## src/rtl/video_timing_sched.sv

```systemverilog
// Raster timing generator with a frame-aligned pattern index scheduler.
// Optional VTS_PAT_HOLD_EN adds i_pat_hold, which freezes pattern stepping at frame boundaries.
module video_timing_sched #(
  parameter int H_RES          = 640,
  parameter int H_FP           = 16,
  parameter int H_SYNC         = 96,
  parameter int H_BP           = 48,
  parameter int V_RES          = 480,
  parameter int V_FP           = 10,
  parameter int V_SYNC         = 2,
  parameter int V_BP           = 33,
  parameter bit HS_POL         = 1'b0,
  parameter bit VS_POL         = 1'b0,
  parameter int N_PAT          = 4,
  parameter int FRAMES_PER_PAT = 60,
  localparam int H_TOTAL       = H_RES + H_FP + H_SYNC + H_BP,
  localparam int V_TOTAL       = V_RES + V_FP + V_SYNC + V_BP,
  localparam int XW            = $clog2(H_TOTAL),
  localparam int YW            = $clog2(V_TOTAL),
  localparam int PW            = $clog2(N_PAT) + 1
) (
  input  logic          i_clk,
  input  logic          i_rst,
  input  logic          i_en,
`ifdef VTS_PAT_HOLD_EN
  input  logic          i_pat_hold,
`endif
  output logic          o_blank,
  output logic          o_hsync,
  output logic          o_vsync,
  output logic [XW-1:0] o_x,
  output logic [YW-1:0] o_y,
  output logic          o_sof,
  output logic [PW-1:0] o_pat_id
);

  localparam int FW = $clog2(FRAMES_PER_PAT) + 1;

  localparam logic [XW-1:0] H_ACT_END  = XW'(H_RES - 1);
  localparam logic [XW-1:0] H_FP_END   = XW'(H_RES + H_FP - 1);
  localparam logic [XW-1:0] H_SYNC_END = XW'(H_RES + H_FP + H_SYNC - 1);
  localparam logic [XW-1:0] H_LAST     = XW'(H_TOTAL - 1);
  localparam logic [YW-1:0] V_ACT_END  = YW'(V_RES - 1);
  localparam logic [YW-1:0] V_FP_END   = YW'(V_RES + V_FP - 1);
  localparam logic [YW-1:0] V_SYNC_END = YW'(V_RES + V_FP + V_SYNC - 1);
  localparam logic [YW-1:0] V_LAST     = YW'(V_TOTAL - 1);
  localparam logic [FW-1:0] F_LAST     = FW'(FRAMES_PER_PAT - 1);
  localparam logic [PW-1:0] P_LAST     = PW'(N_PAT - 1);

  typedef enum logic [1:0] {ST_ACTIVE, ST_FP, ST_SYNC, ST_BP} phase_e;

  logic [XW-1:0] h_q, h_d, x_q, x_d;
  logic [YW-1:0] v_q, v_d, y_q, y_d;
  logic [FW-1:0] frame_q, frame_d;
  logic [PW-1:0] pat_q, pat_d, pat_id_q, pat_id_d;
  phase_e        hst_q, hst_d, vst_q, vst_d;
  logic          blank_q, blank_d, hsync_q, hsync_d, vsync_q, vsync_d, sof_q, sof_d;
  logic          h_wrap_s, v_wrap_s, hold_s;

  // Phase advances when the counter sits on the last position of the current phase.
  function automatic phase_e next_phase(input phase_e st, input logic act_end,
                                        input logic fp_end, input logic sync_end,
                                        input logic last);
    phase_e nxt;
    nxt = st;
    case (st)
      ST_ACTIVE: if (act_end)  nxt = ST_FP;
      ST_FP:     if (fp_end)   nxt = ST_SYNC;
      ST_SYNC:   if (sync_end) nxt = ST_BP;
      ST_BP:     if (last)     nxt = ST_ACTIVE;
      default:                 nxt = ST_ACTIVE;
    endcase
    return nxt;
  endfunction

`ifdef VTS_PAT_HOLD_EN
  assign hold_s = i_pat_hold;
`else
  assign hold_s = 1'b0;
`endif

  assign h_wrap_s = (h_q == H_LAST);
  assign v_wrap_s = (v_q == V_LAST);

  always_comb begin
    h_d      = h_q;
    v_d      = v_q;
    hst_d    = hst_q;
    vst_d    = vst_q;
    frame_d  = frame_q;
    pat_d    = pat_q;
    blank_d  = blank_q;
    hsync_d  = hsync_q;
    vsync_d  = vsync_q;
    x_d      = x_q;
    y_d      = y_q;
    sof_d    = sof_q;
    pat_id_d = pat_id_q;
    if (i_en) begin
      h_d   = h_wrap_s ? '0 : h_q + 1'b1;
      hst_d = next_phase(hst_q, h_q == H_ACT_END, h_q == H_FP_END, h_q == H_SYNC_END, h_wrap_s);
      if (h_wrap_s) begin
        v_d   = v_wrap_s ? '0 : v_q + 1'b1;
        vst_d = next_phase(vst_q, v_q == V_ACT_END, v_q == V_FP_END, v_q == V_SYNC_END, v_wrap_s);
      end
      // Pattern only steps at the frame's last pixel, so the new index lands with the next sof.
      if (h_wrap_s && v_wrap_s && !hold_s) begin
        if (frame_q == F_LAST) begin
          frame_d = '0;
          pat_d   = (pat_q == P_LAST) ? '0 : pat_q + 1'b1;
        end else begin
          frame_d = frame_q + 1'b1;
        end
      end
      blank_d  = !(hst_q == ST_ACTIVE && vst_q == ST_ACTIVE);
      hsync_d  = (hst_q == ST_SYNC) ? HS_POL : ~HS_POL;
      vsync_d  = (vst_q == ST_SYNC) ? VS_POL : ~VS_POL;
      x_d      = h_q;
      y_d      = v_q;
      sof_d    = (h_q == '0) && (v_q == '0);
      pat_id_d = pat_q;
    end
  end

  always_ff @(posedge i_clk) begin
    if (i_rst) begin
      h_q      <= '0;
      v_q      <= '0;
      hst_q    <= ST_ACTIVE;
      vst_q    <= ST_ACTIVE;
      frame_q  <= '0;
      pat_q    <= '0;
      blank_q  <= 1'b1;
      hsync_q  <= ~HS_POL;
      vsync_q  <= ~VS_POL;
      x_q      <= '0;
      y_q      <= '0;
      sof_q    <= 1'b0;
      pat_id_q <= '0;
    end else begin
      h_q      <= h_d;
      v_q      <= v_d;
      hst_q    <= hst_d;
      vst_q    <= vst_d;
      frame_q  <= frame_d;
      pat_q    <= pat_d;
      blank_q  <= blank_d;
      hsync_q  <= hsync_d;
      vsync_q  <= vsync_d;
      x_q      <= x_d;
      y_q      <= y_d;
      sof_q    <= sof_d;
      pat_id_q <= pat_id_d;
    end
  end

  assign o_blank  = blank_q;
  assign o_hsync  = hsync_q;
  assign o_vsync  = vsync_q;
  assign o_x      = x_q;
  assign o_y      = y_q;
  assign o_sof    = sof_q;
  assign o_pat_id = pat_id_q;

endmodule
```

## config.mk

```make
export PLATFORM = sky130hd
export DESIGN_NAME = video_timing_sched
export DESIGN_NICKNAME = d
export VERILOG_FILES = /design/src/rtl/video_timing_sched.sv
export SDC_FILE = /design/constraint.sdc
export NUM_CORES = 1
export LEC_CHECK = 0
export BUFFER_PORTS_ARGS = -buffer_cell sky130_fd_sc_hd__buf_2
export CAP_MARGIN = 20
export CELL_PAD_IN_SITES_DETAIL_PLACEMENT = 1
export CELL_PAD_IN_SITES_GLOBAL_PLACEMENT = 2
export CORE_ASPECT_RATIO = 1.25
export CORE_MARGIN = 2
export CORE_UTILIZATION = 39
export DETAILED_ROUTE_END_ITERATION = 7
export GPL_ROUTABILITY_DRIVEN = 0
export PLACE_DENSITY_LB_ADDON = 0.1
export SKIP_LAST_GASP = 1
export SYNTH_ARGS = -nofsm -noshare
export SYNTH_HDL_FRONTEND = slang
export SYNTH_SLANG_ARGS = --single-unit
```

## constraint.sdc

```tcl
create_clock -name i_clk -period 4.7 [get_ports i_clk]
set_input_delay 0.235 -clock i_clk [delete_from_list [all_inputs] [get_ports i_clk]]
set_output_delay 0.235 -clock i_clk [all_outputs]
set_load 0.03 [all_outputs]
```

==> metrics.txt, run 1 <==
DRC 0; initial antenna violation count 0; TritonCTS Sinks 61; Hold Path Class in -> reg; Crit. End Element flip-flop; FF/Latch Area 1220 um^2; share of post-route cells with drive strength above 1 0.177; Sw Share 0.231; placed cell area 3140 um^2; CTS Hold Bufs 0; Yosys cell types 57; commonest non-fill, non-tap cell in the layout dfxtp_1; Routed WL 6.51 mm; fill count 890; FP Rows 35; io pins 30; port buffer count 29; gr usage total 0.173; Seq pwr share 0.541; CTS H-Tree Depth 3; internal cell power 0.000744 W; predominant post-synthesis flop cell dfxtp_1; worst min-delay path startpoint i_en; Worst Clk Skew 6.63 ps; Setup Buffers After CTS 0; Yosys reg bits 61; maximum operating frequency 386 MHz; critical path peak fanout 14; CTS tree yes; worst r2r src h_q[0]; RSZ-0062 raised after global routing false; Initial Util 0.402; Hold EP h_q[1]; FF-to-FF path depth 6; Pleak ~1.3 nW; Initial DRT Pass Iterations 3; Hold WS 231 ps; Root Driver clkbuf_8; PnR Total Power between 0.0009 and 0.001 W; vias in the first global route around 2200; critical path class reg -> reg; ant diodes 0; pwr dens 293 nW/um^2; CTS max path bufs 2; Chip Width 82.1 um; Syn-to-layout area delta 10.9%; mapped cell area approximately 3000 um^2; syn_area_per_cell a little over 9 um^2; Worst Path Arrival 2820 ps; Syn Nets between 300 and 400; Final HPWL DP around 4.5 mm; Finished Cell Area 3300 um^2; register area share after synthesis 0.410; wire length per cell between 10 and 15 um; Final Cycle Share 0.551; number of gates resized after cts 0; Worst-Margin Slew about 1000 ps; Worst Path Required 4920 ps; most frequent cells in the layout dfxtp_1 (61), nor2_1 (46), buf_2 (29); Comb power frac 0.038; Pins Over Slew Limit 0; vias 2261; GRT Max-Usage Layer met2; final hold vios 0; maxcap violations 0; Initial DRC Count 76; Overflow after GRT 0; reg2reg setup slack 2110 ps; RR Endpoint frame_q[6]; Layout Utilization 0.446; CP Launch Type flip-flop; ANT nets after route 0; met2 usage 0.272; CTS Buf Count 9; Slew headroom 0.349; first-pass GRT wire length 10.9 mm; Core Region 7400 um^2; Worst VDD drop 0.000144 V; NetSw 0.000223 W; final setup fails 0; multi-input gate area in the final layout 1590 um^2; number of synthesized flops with an enable pin 0; Vias per Instance approximately 5.2; Reg clk slew, reported paths 60 ps; setup tns final 0 ps; met1 Use GR 0.226; Chip Height 102 um; synth warn 0; status finished, final reports clean; minimum clock period 2590 ps; clock share of power 0.422; WHS Path Cells 4; largest net degree at the start of global routing 54; Worst-Skew Late Latency 340 ps; M3 GR Usage 0.0294; Die Area 8350 um^2; Nets 359; ys async rst share 0; Post-Synthesis Cells 319
registers in the layout, summed over array words and instances, names as in the netlist:
register / count
frame_q: 7
o_hsync: 1
o_y: 10
o_sof: 1
o_x: 10
o_blank: 1
pat_q: 3
v_q: 10
o_pat_id: 3
hst_q: 2
h_q: 10
o_vsync: 1
vst_q: 2
Yosys cell counts, drive strengths merged, types with 2 or more instances:
library cell | count | share of area
nor2 | 46 | 0.058
nor2b | 2 | 0.0042
nand4 | 5 | 0.013
and4 | 2 | 0.0063
and3 | 5 | 0.011
nand2b | 3 | 0.0063
a21oi | 10 | 0.017
xnor2 | 12 | 0.035
clkbuf | 8 | 0.010
ha | 15 | 0.063
nand2 | 16 | 0.020
nor3b | 3 | 0.0092
o211ai | 2 | 0.0050
mux2i | 28 | 0.094
inv | 15 | 0.019
and2 | 3 | 0.0063
nor4 | 5 | 0.016
or3 | 4 | 0.012
nor3 | 17 | 0.034
nand3 | 11 | 0.020
xor2 | 7 | 0.021
or2 | 2 | 0.0042
o21ai | 6 | 0.010
dfxtp | 61 | 0.41
buf | 10 | 0.022
cells by family after synthesis:
family | synth area share
buffers and inverters | 0.0551
and+or+nand+nor | 0.245
DFF | 0.410
muxes | 0.0992
adders and majority gates | 0.0631
AOI/OAI and AO/OA | 0.0710
xor gates and xnor gates | 0.0559
power by group through the flow:
stage / combinational [W] / clock, W / sequential (W)
global route: 0.0000412 / 0.000449 / 0.000523
floorplan: 0.0000272 / 0 / 0.000538
detailed placement: 0.0000381 / 0 / 0.000535
CTS: 0.0000382 / 0.000427 / 0.000523
finish: 0.0000366 / 0.000408 / 0.000523
global placement: 0.0000379 / 0 / 0.000535
layout make-up:
type                    instances  area share
clock buffers                  12      0.0470
inverters                      15      0.0171
clock inverters                 2     0.00303
flip-flops and latches         61       0.370
well taps                      92      0.0349
multi-input cells             224       0.482
repair buffers                 30      0.0462
stage by stage:
stage	std cells	setup slack, ps
6_report	436	2110
5_1_grt	436	1880
4_1_cts	436	2060
3_5_place_dp	422	2080
3_3_place_gp	422	2130
2_1_floorplan	319	2690
metal layers:
metal  vias up  routed length, um
li1       1145                  -
met1      1087               3090
met2        20               3150
met3         9                137
met4         0                140
met5         -                  0
how the worst max path moves through the flow:
stage                       to  slack [ps]   start
CTS                 frame_q[6]        2060  h_q[0]
detailed placement  frame_q[6]        2080  h_q[0]
floorplan           frame_q[6]        2690  h_q[0]
global route        frame_q[6]        1880  h_q[0]
finish              frame_q[6]        2110  h_q[0]
global placement    frame_q[6]        2130  h_q[0]
worst max-delay path: stages, from the launching register on:
cell and delay (ps):
dfxtp_1 410, ha_1 240, nand4_1 220, nor4_4 750
nand3_2 190, or3_1 370, mux2_4 300
Note: power is estimated with default switching activity, not from simulation.
==> run 2: changes to the inputs <==
Settings changed: CORE_UTILIZATION 39 to 33.
Clock period 4.7 ns to 2.2 ns, I/O delays scaled along.
==> metrics.txt, run 2 (synthesis gave the netlist of run 1 again) <==
status finished, final reports clean; gr usage total 0.160; Pins Over Slew Limit 0; ant diodes 0; pwr dens between 600 and 700 nW/um^2; Final HPWL DP 5.24 mm; WHS Path Cells 4; first-pass GRT wire length roughly 12 mm; minimum clock period 2070 ps; Vias per Instance 4.79; RSZ-0062 raised after global routing false; Crit. path cell count 5; Worst-Skew Late Latency 340 ps; slowest cell on the critical path or4_4; commonest non-fill, non-tap cell in the layout dfxtp_1; TritonCTS Sinks 61; worst-path cell chain or4_4 -> nor3_4 -> nand3_2 -> or3_1 -> mux2_4; Crit. End Element flip-flop; CTS Hold Bufs 0; Initial Util 0.340; CP Launch Point v_q[4]; port buffer count 29; Routed WL 7.18 mm; Overflow after GRT 0; Worst Clk Skew 6.72 ps; worst r2r src v_q[4]; Setup Buffers After CTS 0; Reg clk slew, reported paths about 70 ps; CTS tree yes; Final Cycle Share 0.942; Worst Path Required 2430 ps; reg2reg setup slack 130 ps; io pins 30; final hold vios 0; Hold Path Class in -> reg; Core Region between 8000 and 9000 um^2; FF-to-FF path depth 5; CTS H-Tree Depth 3; Worst Path Arrival 2310 ps; Buf/Inv on CP 0; crit path capture frame_q[6]; ANT nets after route 0; RR Endpoint frame_q[6]; Worst VDD drop between 0.0002 and 0.0003 V; PnR Total Power ~0.0021 W; final setup fails 0; DRC 0; CP peak stage delay approximately 570 ps; critical path class reg -> reg; Initial DRC Count 60; CTS max path bufs 2; CTS Buf Count 9; largest net degree at the start of global routing 30; Pleak 1.44 nW; initial antenna violation count 0; Die Area between 9000 and 10000 um^2; Slew headroom 0.677; maxcap violations 0; crit-path leading delay family simple AND/OR/NAND/NOR gates; Initial DRT Pass Iterations 4; Layout Utilization 0.403; number of gates resized after cts 0; share of post-route cells with drive strength above 1 0.230; Worst-Margin Slew 483 ps; Chip Width 88.9 um; Root Driver clkbuf_8; FP Rows 38; Syn-to-layout area delta 18.6%; CP Launch Type flip-flop; most frequent cells in the layout dfxtp_1 (61), nor2_1 (46), buf_2 (29); Chip Height roughly 110 um; critical path peak fanout 5; wire length per cell 14.7 um; maximum operating frequency 482 MHz; Nets roughly 380; setup tns final 0 ps; vias in the first global route 2366; vias 2343
-- run 2: cell types whose count changed in the layout (fill, tap and decap cells not counted), sizes merged --
| cell | previous run | this run |
|---|---|---|
| clkbuf | 12 | 14 |
| buf | 30 | 54 |
| clkinv | 2 | 1 |
-- run 2: per-layer routing --
| metal | vias to the layer above | wire (um) | track usage | part of all wire |
|---|---|---|---|---|
| li1 | 1185 | - | - | - |
| met1 | 1125 | 3330 | 0.202 | 0.46 |
| met5 | - | 0 | 0 | 0 |
| met3 | 12 | 172 | 0.0365 | 0.024 |
| met2 | 21 | 3550 | 0.261 | 0.49 |
| met4 | 0 | 133 | 0.0661 | 0.019 |
-- run 2: where the power goes --
group | switching (W) | total [W] | internal (W) | leakage (nW)
clock network | 0.000427 | 0.000921 | 0.000495 | 0.0926
logic | 0.0000602 | 0.0000897 | 0.0000295 | 0.853
registers | 0.00000384 | 0.00112 | 0.00111 | 0.492
-- run 2: metrics by stage --
| stage | hold WS, ps | cell area (um^2) | std cells | setup slack [ps] |
|---|---|---|---|---|
| after floorplan | 414 | 2980 | 319 | 192 |
| after global placement | 453 | 3350 | 474 | 174 |
| after detailed placement | 456 | 3350 | 474 | 133 |
| after CTS | 105 | 3530 | 489 | 134 |
| after global routing | 149 | 3530 | 489 | 29.8 |
| final | 124 | 3530 | 489 | 127 |
-- run 2: cell type report --
class / count / area [um^2]
Clock buffer: 14 / 173
Clock inverter: 1 / 5.00
Fill cell: 1076 / 5220
Inverter: 15 / 56.3
Multi-Input combinational cell: 224 / 1590
Sequential cell: 61 / 1220
Tap cell: 120 / 150
Timing Repair Buffer: 54 / 333
-- run 2: worst min-delay path, stage by stage --
cell,delay [ps]
buf_2,100
inv_2,80
nand2_1,60
a21oi_1,60
-- run 2: how the worst min path moves through the flow --
stage / startpoint / slack (ps) / to
finish: i_en / 120 / h_q[1]
global route: i_en / 150 / h_q[1]
CTS: i_en / 100 / h_q[1]
detailed placement: pat_q[2] / 460 / pat_q[2]
global placement: pat_q[2] / 450 / pat_q[2]
floorplan: i_en / 410 / o_hsync
==> run 3: changes to the inputs <==
Settings changed: ABC_AREA set to 1, CORE_UTILIZATION 33 to 30, REMOVE_ABC_BUFFERS set to 1.
==> metrics.txt, run 3 <==
CTS Hold Bufs 0; FF-to-FF path depth 7; RSZ-0062 raised after global routing false; slowest cell on the critical path nor3_1; ys async rst share 0; first-pass GRT wire length 14.5 mm; Core Region 9950 um^2; CP peak stage delay 440 ps; vias in the first global route 2957; synth warn 0; Simple-Gate Fraction of Synth Area 0.287; met2 wire length 4.40 mm; Hold Path Class in -> reg; top cell type's share of synthesized area 0.402; WL met3 185 um; ANT nets after route 0; reg2reg setup slack 250 ps; FP Rows 41; Worst Clk Skew around 4.7 ps; Hold WS 140 ps; setup tns final 0 ps; Nets just under 500; PnR Total Power 0.00263 W; share of post-route cells with drive strength above 1 0.128; critical path peak fanout 5; Worst VDD drop 0.000306 V; XOR/XNOR Fraction of Synth Area 0.0202; Initial DRT Pass Iterations 4; fill count 1288; port buffer count 29; pwr dens 726 nW/um^2; Crit. End Element flip-flop; final hold vios 0; Seq pwr share 0.436; crit path capture frame_q[6]; commonest non-fill, non-tap cell in the layout nand2_1; worst r2r src h_q[1]; Setup Buffers After CTS 0; gr usage total 0.173; Overflow after GRT 0; Chip Width 94.0 um; CTS Buf Count 9; TritonCTS Sinks 61; Setup WS pre-CTS ~260 ps; Chip Height 116 um; CTS max path bufs 2; top post-synthesis cells by area dfxtp_1 (40%), nand2_1 (11%), a21oi_1 (7.1%); post-layout worst setup margin about 250 ps; status finished, final reports clean; final setup fails 0; CTS H-Tree Depth 3; RR Endpoint frame_q[6]; Final HPWL DP 6.44 mm; CTS tree yes; number of synthesized flops with an enable pin 0; Reg clk slew, reported paths 50 ps; internal cell power 0.00202 W; minimum clock period 1950 ps; post-synthesis mux area share 0; maxcap violations 0; max layer used met4; Buf/Inv on CP 0; wire length per cell 14.3 um; Die Area 10900 um^2; Yosys cell types 31; register area share after synthesis 0.402; maximum operating frequency 512 MHz; crit-path leading delay family simple AND/OR/NAND/NOR gates; cell mode on critical path nand2_1; Routed WL 8.54 mm; Pleak approximately 1.5 nW; clock share of power 0.503; vias about 2800; Crit. path cell count 7; Post-synth top cells nand2_1 (85), dfxtp_1 (61), inv_1 (57); Final Cycle Share 0.888; most frequent cell after synthesis nand2_1; Worst Path Required 2460 ps; Synth area leader dfxtp_1; Initial Util 0.305; critical path class reg -> reg; CP Launch Type flip-flop; initial antenna violation count 0; Syn-to-layout area delta 19.4%; Sw Share 0.230; CP Launch Point h_q[1]; Yosys reg bits 61; DRC 0; main combinational cell family by area after synthesis simple AND/OR/NAND/NOR gates; syn_area_per_cell 7.04 um^2; NetSw 0.000605 W; number of gates resized after cts 0; Initial DRC Count 58; Synth Area in Adders 0.0619; post-synthesis compound-gate area fraction 0.141; worst-path cell chain ha_1 -> nand2_1 -> nor2_1 -> nand4_1 -> nor3_1 -> nand2_1 -> a21oi_1; DRT met1 WL between 3 and 4 mm; Comb power frac 0.061; Root Driver clkbuf_16; Pins Over Slew Limit 0; mapped cell area between 3000 and 4000 um^2; io pins 30; predominant post-synthesis flop cell dfxtp_1; Vias per Instance 4.70; Worst Path Arrival 2210 ps; largest net degree at the start of global routing 43; Worst-Margin Slew 432 ps; most frequent cells in the layout nand2_1 (85), dfxtp_1 (61), inv_1 (57); Slew headroom 0.710; Post-Synthesis Cells about 430; Worst-Skew Late Latency roughly 330 ps; ant diodes 0
## run 3: kinds of logic after synthesis
logic type / after synthesis
AO/OA/AOI/OAI: 82
adder cells (fa/ha/maj): 15
XOR/XNOR: 7
flip-flops: 61
buffers and inverters: 71
AND/OR/NAND/NOR: 195
## run 3: routing by layer
metal  GRT usage  up-vias
met5           0        -
met4      0.0744        0
met3      0.0329        9
met2       0.308       24
met1       0.201     1320
li1            -     1463
## run 3: how the worst min path moves through the flow
| stage | startpoint | endpoint | slack, ps | cells after the start |
|---|---|---|---|---|
| final | i_rst | h_q[4] | 140 | 2 |
| after global routing | i_en | h_q[1] | 170 | 3 |
| after CTS | i_rst | h_q[4] | 140 | 2 |
| after detailed placement | o_blank | o_blank | 460 | 1 |
| after global placement | o_x[0] | o_x[0] | 450 | 2 |
| after floorplan | i_rst | frame_q[3] | 180 | 1 |
## run 3: power by group through the flow
stage / clock [W] / sequential (W) / combinational, W
CTS: 0.00137 / 0.00115 / 0.000165
detailed placement: 0 / 0.00117 / 0.000165
global route: 0.00141 / 0.00115 / 0.000179
global placement: 0 / 0.00117 / 0.000165
finish: 0.00132 / 0.00115 / 0.000161
floorplan: 0 / 0.00121 / 0.0000482
## run 3: cell type report
type	count	area, um^2	area share
Inverter	60	225	0.0622
Sequential cell	61	1220	0.337
Clock inverter	1	5.00	0.00138
Tap cell	129	161	0.0446
Timing Repair Buffer	35	190	0.0525
Multi-Input combinational cell	299	1550	0.427
Clock buffer	14	274	0.0756
## run 3: per-stage QoR
stage          std cells  utilization  instance area [um^2]
4_1_cts              599        0.364                  3620
2_1_floorplan        420            -                  2990
5_1_grt              599        0.364                  3620
3_5_place_dp         584        0.336                  3340
3_3_place_gp         584        0.336                  3340
6_report             599        0.364                  3620
